## config.mk

```make
export PLATFORM = sky130hd
export DESIGN_NAME = stim_replay
export DESIGN_NICKNAME = d
export VERILOG_FILES = /design/src/rtl/stim_replay_pkg.sv /design/src/rtl/stim_replay_mem.sv /design/src/rtl/stim_replay.sv
export SDC_FILE = /design/constraint.sdc
export NUM_CORES = 1
export LEC_CHECK = 0
export ABC_AREA = 0
export BUFFER_PORTS_ARGS = -buffer_cell sky130_fd_sc_hd__buf_2
export CORE_AREA = 2 2 217 219
export CTS_BUF_LIST = sky130_fd_sc_hd__clkbuf_16
export CTS_CLUSTER_SIZE = 20
export DETAILED_ROUTE_END_ITERATION = 16
export DIE_AREA = 0 0 219 221
export GPL_ROUTABILITY_DRIVEN = 0
export PLACE_DENSITY = 0.49
export REMOVE_ABC_BUFFERS = 1
export SLEW_MARGIN = 20
export SYNTH_ARGS = -nofsm -noshare
export SYNTH_HDL_FRONTEND = slang
export SYNTH_HIERARCHICAL = 1
export SYNTH_SLANG_ARGS = --single-unit
```

## constraint.sdc

```tcl
create_clock -name CK -period 3.3 [get_ports CK]
set_clock_uncertainty 0.15 [all_clocks]
set_input_delay 0.165 -clock CK [delete_from_list [all_inputs] [get_ports CK]]
set_output_delay 0.165 -clock CK [all_outputs]
set_load 0.005 [all_outputs]
```

## src/rtl/stim_replay_pkg.sv

```systemverilog
// stim_replay_pkg: shared state encoding and default geometry for the stimulus replay buffer.
package stim_replay_pkg;
  typedef enum logic [1:0] {IDLE, RUN, DONE} state_e;
  localparam int DEF_W = 8;
  localparam int DEF_DEPTH = 16;
endpackage

```

## src/rtl/stim_replay_mem.sv

```systemverilog
// stim_replay_mem: DEPTH x 2W vector store, one write port, registered read port, contents never reset.
module stim_replay_mem
  import stim_replay_pkg::*;
#(
  parameter int W = DEF_W,
  parameter int DEPTH = DEF_DEPTH,
  parameter int AW = $clog2(DEPTH)
) (
  input  logic           clk,
  input  logic           we,
  input  logic [AW-1:0]  waddr,
  input  logic [2*W-1:0] wdata,
  input  logic           re,
  input  logic [AW-1:0]  raddr,
  output logic [2*W-1:0] rdata
);
  logic [2*W-1:0] mem_q [DEPTH];
  always_ff @(posedge clk) begin
    if (we) mem_q[waddr] <= wdata;
    if (re) rdata <= mem_q[raddr];
  end
endmodule

```

## src/rtl/stim_replay.sv

```systemverilog
// stim_replay: loads X-annotated input vectors, then replays them one per cycle into a netlist.
// Define STIM_REPLAY_LOOP_EN to wrap replay continuously until stop.
module stim_replay
  import stim_replay_pkg::*;
#(
  parameter int W = DEF_W,
  parameter int DEPTH = DEF_DEPTH
) (
  input  logic                   CK,
  input  logic                   RS,
  input  logic                   ld_valid,
  output logic                   ld_ready,
  input  logic [W-1:0]           ld_data,
  input  logic [W-1:0]           ld_xmask,
  input  logic                   start,
  input  logic                   stop,
  input  logic                   clear,
  output logic [W-1:0]           pi_val,
  output logic [W-1:0]           pi_x,
  output logic                   pi_valid,
  output logic                   busy,
  output logic                   done,
  output logic [$clog2(DEPTH):0] count
);
  localparam int AW = $clog2(DEPTH);
  state_e state_q, state_d;
  logic [AW-1:0] wr_ptr_q, wr_ptr_d, rd_ptr_q, rd_ptr_d;
  logic [AW:0] count_q, count_d;
  logic fetch_q, fetch_d, pi_valid_q, pi_valid_d, blank_q, blank_d;
  logic ld_fire, rd_en, last_rd;
  logic [2*W-1:0] rd_word;
  assign ld_ready = state_q == IDLE && !count_q[AW];
  assign ld_fire = ld_valid && ld_ready;
  assign last_rd = {1'b0, rd_ptr_q} == count_q - 1'b1;
  assign rd_en = state_q == RUN && fetch_q && !stop;
  always_comb begin
    state_d = state_q;
    wr_ptr_d = ld_fire ? wr_ptr_q + 1'b1 : wr_ptr_q;
    count_d = ld_fire ? count_q + 1'b1 : count_q;
    rd_ptr_d = rd_ptr_q;
    fetch_d = fetch_q;
    pi_valid_d = rd_en;
    blank_d = blank_q && !rd_en;
    if (state_q == RUN) begin
      if (stop) begin
        state_d = DONE;
        fetch_d = 1'b0;
      end else if (fetch_q) begin
`ifdef STIM_REPLAY_LOOP_EN
        rd_ptr_d = last_rd ? '0 : rd_ptr_q + 1'b1;
`else
        rd_ptr_d = rd_ptr_q + 1'b1;
        fetch_d = !last_rd;
`endif
      end else begin
        state_d = DONE;
      end
    end else if (clear) begin
      state_d = IDLE;
      count_d = '0;
      wr_ptr_d = '0;
      rd_ptr_d = '0;
      fetch_d = 1'b0;
    end else if (start && |count_d) begin
      state_d = RUN;
      rd_ptr_d = '0;
      fetch_d = 1'b1;
    end
  end
  always_ff @(posedge CK) begin
    if (RS) begin
      state_q <= IDLE;
      wr_ptr_q <= '0;
      rd_ptr_q <= '0;
      count_q <= '0;
      fetch_q <= 1'b0;
      pi_valid_q <= 1'b0;
      blank_q <= 1'b1;
    end else begin
      state_q <= state_d;
      wr_ptr_q <= wr_ptr_d;
      rd_ptr_q <= rd_ptr_d;
      count_q <= count_d;
      fetch_q <= fetch_d;
      pi_valid_q <= pi_valid_d;
      blank_q <= blank_d;
    end
  end
  // X bits are stored already forced to 0 so the read path needs no masking.
  stim_replay_mem #(.W(W), .DEPTH(DEPTH), .AW(AW)) u_mem (
    .clk(CK),
    .we(ld_fire),
    .waddr(wr_ptr_q),
    .wdata({ld_xmask, ld_data & ~ld_xmask}),
    .re(rd_en),
    .raddr(rd_ptr_q),
    .rdata(rd_word)
  );
  assign pi_val = blank_q ? '0 : rd_word[W-1:0];
  assign pi_x = blank_q ? '1 : rd_word[2*W-1:W];
  assign pi_valid = pi_valid_q;
  assign busy = state_q == RUN;
  assign done = state_q == DONE;
  assign count = count_q;
endmodule

```

==> results <==
- The standard cell core area is 46100 µm².
- The worst register-to-register path has a setup slack of 0.21 ns.
- The clock reaches the later pin of the worst-skew pair after 0.54 ns.
- The switching power is 1.55 mW.
- Together, buffers and inverters on the worst path number 2.
- TritonCTS built the clock tree.
- The finished layout holds 1309 standard cells, fillers aside.
- The share of total power dissipated in combinational logic is 0.029.
- The predominant post-synthesis flop cell is sky130_fd_sc_hd__edfxtp_1.
- The final cycle utilization of the critical path is 0.936.
- The number of inserted diodes is 0.
- The initial utilization of the core area, before any placement, comes to 0.247.
- The path length in cells of the critical path is 7.
- The run finished with clean final reports.
- Internal power comes to 6.32 mW.
- The maximum vdd ir drop is 326 µV.
- In the final routed layout, each cell accounts on average for 20.7 µm.
- The die covers 48400 µm².
- Of the total power, the clock network draws 0.453.
- The worst hold margin is 0.0127 ns.
- The max-slew violation count is 0.
- The cell family contributing the most delay on the critical path is simple AND/OR/NAND/NOR gates.
- The number of levels in the clock H-tree is 1.
- The number of CTS-inserted buffers is 31.
- Measured against its own limit, the worst slew margin works out to 0.381.
- STA classifies the critical path startpoint as a flip-flop.
- The via count of the first global-routing pass is 5980.
- The type of element capturing the critical path is a flip-flop.
- The critical path is of the reg -> reg type.
- In the global route stage, overall resource usage came out at 0.113.
- The count of boundary I/O pins is 47.
- The worst hold path startpoint is ld_data[3].
- The filler cells instantiated in the layout total 4583.
- In this run, synthesis inferred 272 flip-flops with an integrated enable.
- The post-synthesis cell count is 574.
- The number of endpoints with negative hold slack in the final report is 0.
- In this design, the stage delay of the slowest critical-path cell is 0.58 ns.
- Setup repair after global routing left no endpoint under its margin.
- The power per unit of standard cell area is 569 nW/µm².
- The largest net degree at the start of global routing is 35.
- The most common cell after layout, fill and taps aside is sky130_fd_sc_hd__edfxtp_1.
- The worst hold path terminates at u_mem/mem_q[13][3].
- The overall die width is 219 µm.
- Leaving out fill and tap cells, the most frequent cells in the layout are 272 x sky130_fd_sc_hd__edfxtp_1, 54 x sky130_fd_sc_hd__mux4_2, 46 x sky130_fd_sc_hd__buf_2.
- The initial antenna violation count came to 0.
- The origin of the critical flop-to-flop path is count[1].
- After the last flow step, the layout net total stands at 704.
- The worst reg2reg path depth is 7.
- The cell total after placement is 1237.
- For this block, the routed nets add up to 27000 µm of wire.
- The growth of design area from synthesis to finish is 21.7%.
- In this run the clock root is driven by a sky130_fd_sc_hd__clkbuf_16.
- In this run the core area contains 79 standard-cell rows.
- The worst register-to-register path ends at rd_ptr_q[0].
- Global routing finished with a remaining overflow of 0.
- The slowest stage of the critical path belongs to the cell sky130_fd_sc_hd__dlygate4sd3_1.
- The tool flagged a number of max-cap violations equal to 0.
- The detailed-router iteration count before antenna repair is 5.
- The count of input and output buffers is 46.
- After clock tree synthesis, the clock-pin slew on the worst setup and hold paths is 0.06 ns.
- The number of clock sinks is 290.
- The share of layout cells above drive strength 1 is 0.323.
- Derived from the worst setup path, the maximum achievable clock frequency is 324 MHz.
- The wire length of the first global-routing pass is 40400 µm.
- The arrival time of data at the critical path endpoint is 3.42 ns.
- The register area share after synthesis is 0.750.
- The number of DRC markers in iteration 0 is 495.
- In this run the worst path has a maximum fanout of 7.
- The instance count along the most critical hold path is 2.
- A synthesized cell averages 19.8 µm².
- Detailed placement finished with a half-perimeter wire length of 16700 µm.
- The switching share of total power is 0.197.
- The detail route stage leaves a number of antenna-violating nets equal to 0.
- The number of vias after detailed routing is 5783.
- Setup violations remaining at the end of the flow were counted as 0.
- The post-synthesis sequential element count is 290.
- The final routed DRC violation total is 0.
- For the worst setup path, the data required time is 3.63 ns.
- The setup TNS is 0 ns.
- After detailed routing, the number of vias per cell comes to 4.42.
- The leakage power is 4.41 nW.
- The proportion of register bits with asynchronous set or reset after synthesis is 0.
- The number of different library cells used by synthesis comes to 43.
- The die is 221 µm tall.
- The worst hold path belongs to the class in -> reg.
- Yosys printed 6 warnings.
- At the pin with the least slew margin, the transition time is 0.927 ns.
- The area of the mapped netlist is 11400 µm².
- The signal on the critical path passes through inv_1 -> ha_1 -> or4b_1 -> and4_4 -> or4_4 -> a311oi_2 -> dlygate4sd3_1.
- The worst path needs 3.09 ns of the cycle, external delays included.
- Of the total power, registers draw 0.518.
- The longest clock path from root to sink contains 3 buffers.
[metrics by stage]
step | setup slack [ns] | total power [mW] | utilization | cell area (µm²)
floorplan | -0.768 | 4.27 | - | 11200
global placement | 0.706 | 4.37 | 0.274 | 12600
detailed placement | 0.676 | 4.37 | 0.274 | 12600
CTS | 0.138 | 7.96 | 0.300 | 13800
global route | 0.0573 | 8.14 | 0.300 | 13800
finish | 0.210 | 7.86 | 0.300 | 13800
[cells in the mapped netlist (2+ instances only)]
cell | instances | share of area
sky130_fd_sc_hd__a211oi_1 | 2 | 0.0013
sky130_fd_sc_hd__a21oi_1 | 5 | 0.0022
sky130_fd_sc_hd__a22oi_1 | 32 | 0.021
sky130_fd_sc_hd__a311oi_2 | 3 | 0.0040
sky130_fd_sc_hd__a31oi_1 | 2 | 0.0011
sky130_fd_sc_hd__buf_1 | 4 | 0.0013
sky130_fd_sc_hd__buf_2 | 3 | 0.0013
sky130_fd_sc_hd__buf_4 | 3 | 0.0020
sky130_fd_sc_hd__buf_6 | 4 | 0.0040
sky130_fd_sc_hd__clkbuf_1 | 14 | 0.0046
sky130_fd_sc_hd__dfxtp_1 | 18 | 0.032
sky130_fd_sc_hd__edfxtp_1 | 272 | 0.72
sky130_fd_sc_hd__ha_1 | 4 | 0.0044
sky130_fd_sc_hd__inv_1 | 4 | 0.0013
sky130_fd_sc_hd__mux2i_1 | 2 | 0.0018
sky130_fd_sc_hd__mux4_1 | 10 | 0.023
sky130_fd_sc_hd__mux4_2 | 54 | 0.11
sky130_fd_sc_hd__nand2_1 | 28 | 0.0092
sky130_fd_sc_hd__nand2b_1 | 7 | 0.0039
sky130_fd_sc_hd__nand3_1 | 2 | 0.00088
sky130_fd_sc_hd__nand3b_1 | 2 | 0.0013
sky130_fd_sc_hd__nand4_1 | 6 | 0.0033
sky130_fd_sc_hd__nor2_1 | 30 | 0.0099
sky130_fd_sc_hd__nor2b_1 | 20 | 0.011
sky130_fd_sc_hd__nor3_1 | 7 | 0.0031
sky130_fd_sc_hd__o21ai_0 | 2 | 0.00088
sky130_fd_sc_hd__or2_2 | 9 | 0.0050
sky130_fd_sc_hd__or4b_1 | 2 | 0.0018
sky130_fd_sc_hd__xnor2_1 | 4 | 0.0031
sky130_fd_sc_hd__xor2_1 | 6 | 0.0046
[layer usage]
metal | share of wire | global-route usage | up-vias
li1 | - | - | 2562
met1 | 0.45 | 0.158 | 3065
met2 | 0.49 | 0.187 | 123
met3 | 0.038 | 0.0153 | 33
met4 | 0.016 | 0.0224 | 0
met5 | 0 | 0 | -
[state kept, by name, summed over array words and instances, names as in the netlist]
name,count
u_mem/mem_q,256
blank_q,1
pi_valid,1
wr_ptr_q,4
count,5
fetch_q,1
u_mem/rdata,16
state_q,2
rd_ptr_q,4
[worst max-delay path by stage]
stage / start / end / slack (ns)
after floorplan: rd_ptr_q[0] / u_mem/rdata[0] / -0.77
after global placement: count[0] / rd_ptr_q[0] / 0.71
after detailed placement: count[0] / rd_ptr_q[2] / 0.68
after CTS: count[0] / rd_ptr_q[0] / 0.14
after global routing: count[1] / rd_ptr_q[0] / 0.06
final: count[1] / rd_ptr_q[0] / 0.21
[layout make-up]
type	instances	area (µm²)	share of cell area
tap	607	759	0.0549
clock inverter	26	273	0.0197
timing repair buffer	99	728	0.0527
inverter	5	18.8	0.00136
multi-input combinational	251	2740	0.198
sequential	290	8540	0.617
clock buffer	31	776	0.0561
[power by group through the flow]
stage               sequential (mW)  combinational [mW]  clock (mW)
floorplan                      4.15               0.116           0
detailed placement             4.15               0.221           0
global placement               4.15               0.219           0
finish                         4.07               0.229        3.56
CTS                            4.07               0.235        3.65
global route                   4.08               0.256        3.80
[cells by family after synthesis]
kind of cell / Yosys count / synth area share
multiplexers: 66 / 0.132
flip-flops: 290 / 0.750
buffers and inverters: 33 / 0.0149
AO/OA/AOI/OAI: 51 / 0.0345
AND/OR/NAND/NOR: 120 / 0.0564
adder cells (fa/ha/maj): 4 / 0.00440
XOR/XNOR: 10 / 0.00771
[timing repair]
action	4_1_cts	5_1_grt
hold endpoints to repair	139	0
resized for setup	0	1
setup buffers	0	0
hold buffers	15	0
setup endpoints to repair	0	1
Note: power is estimated with default switching activity, not from simulation.
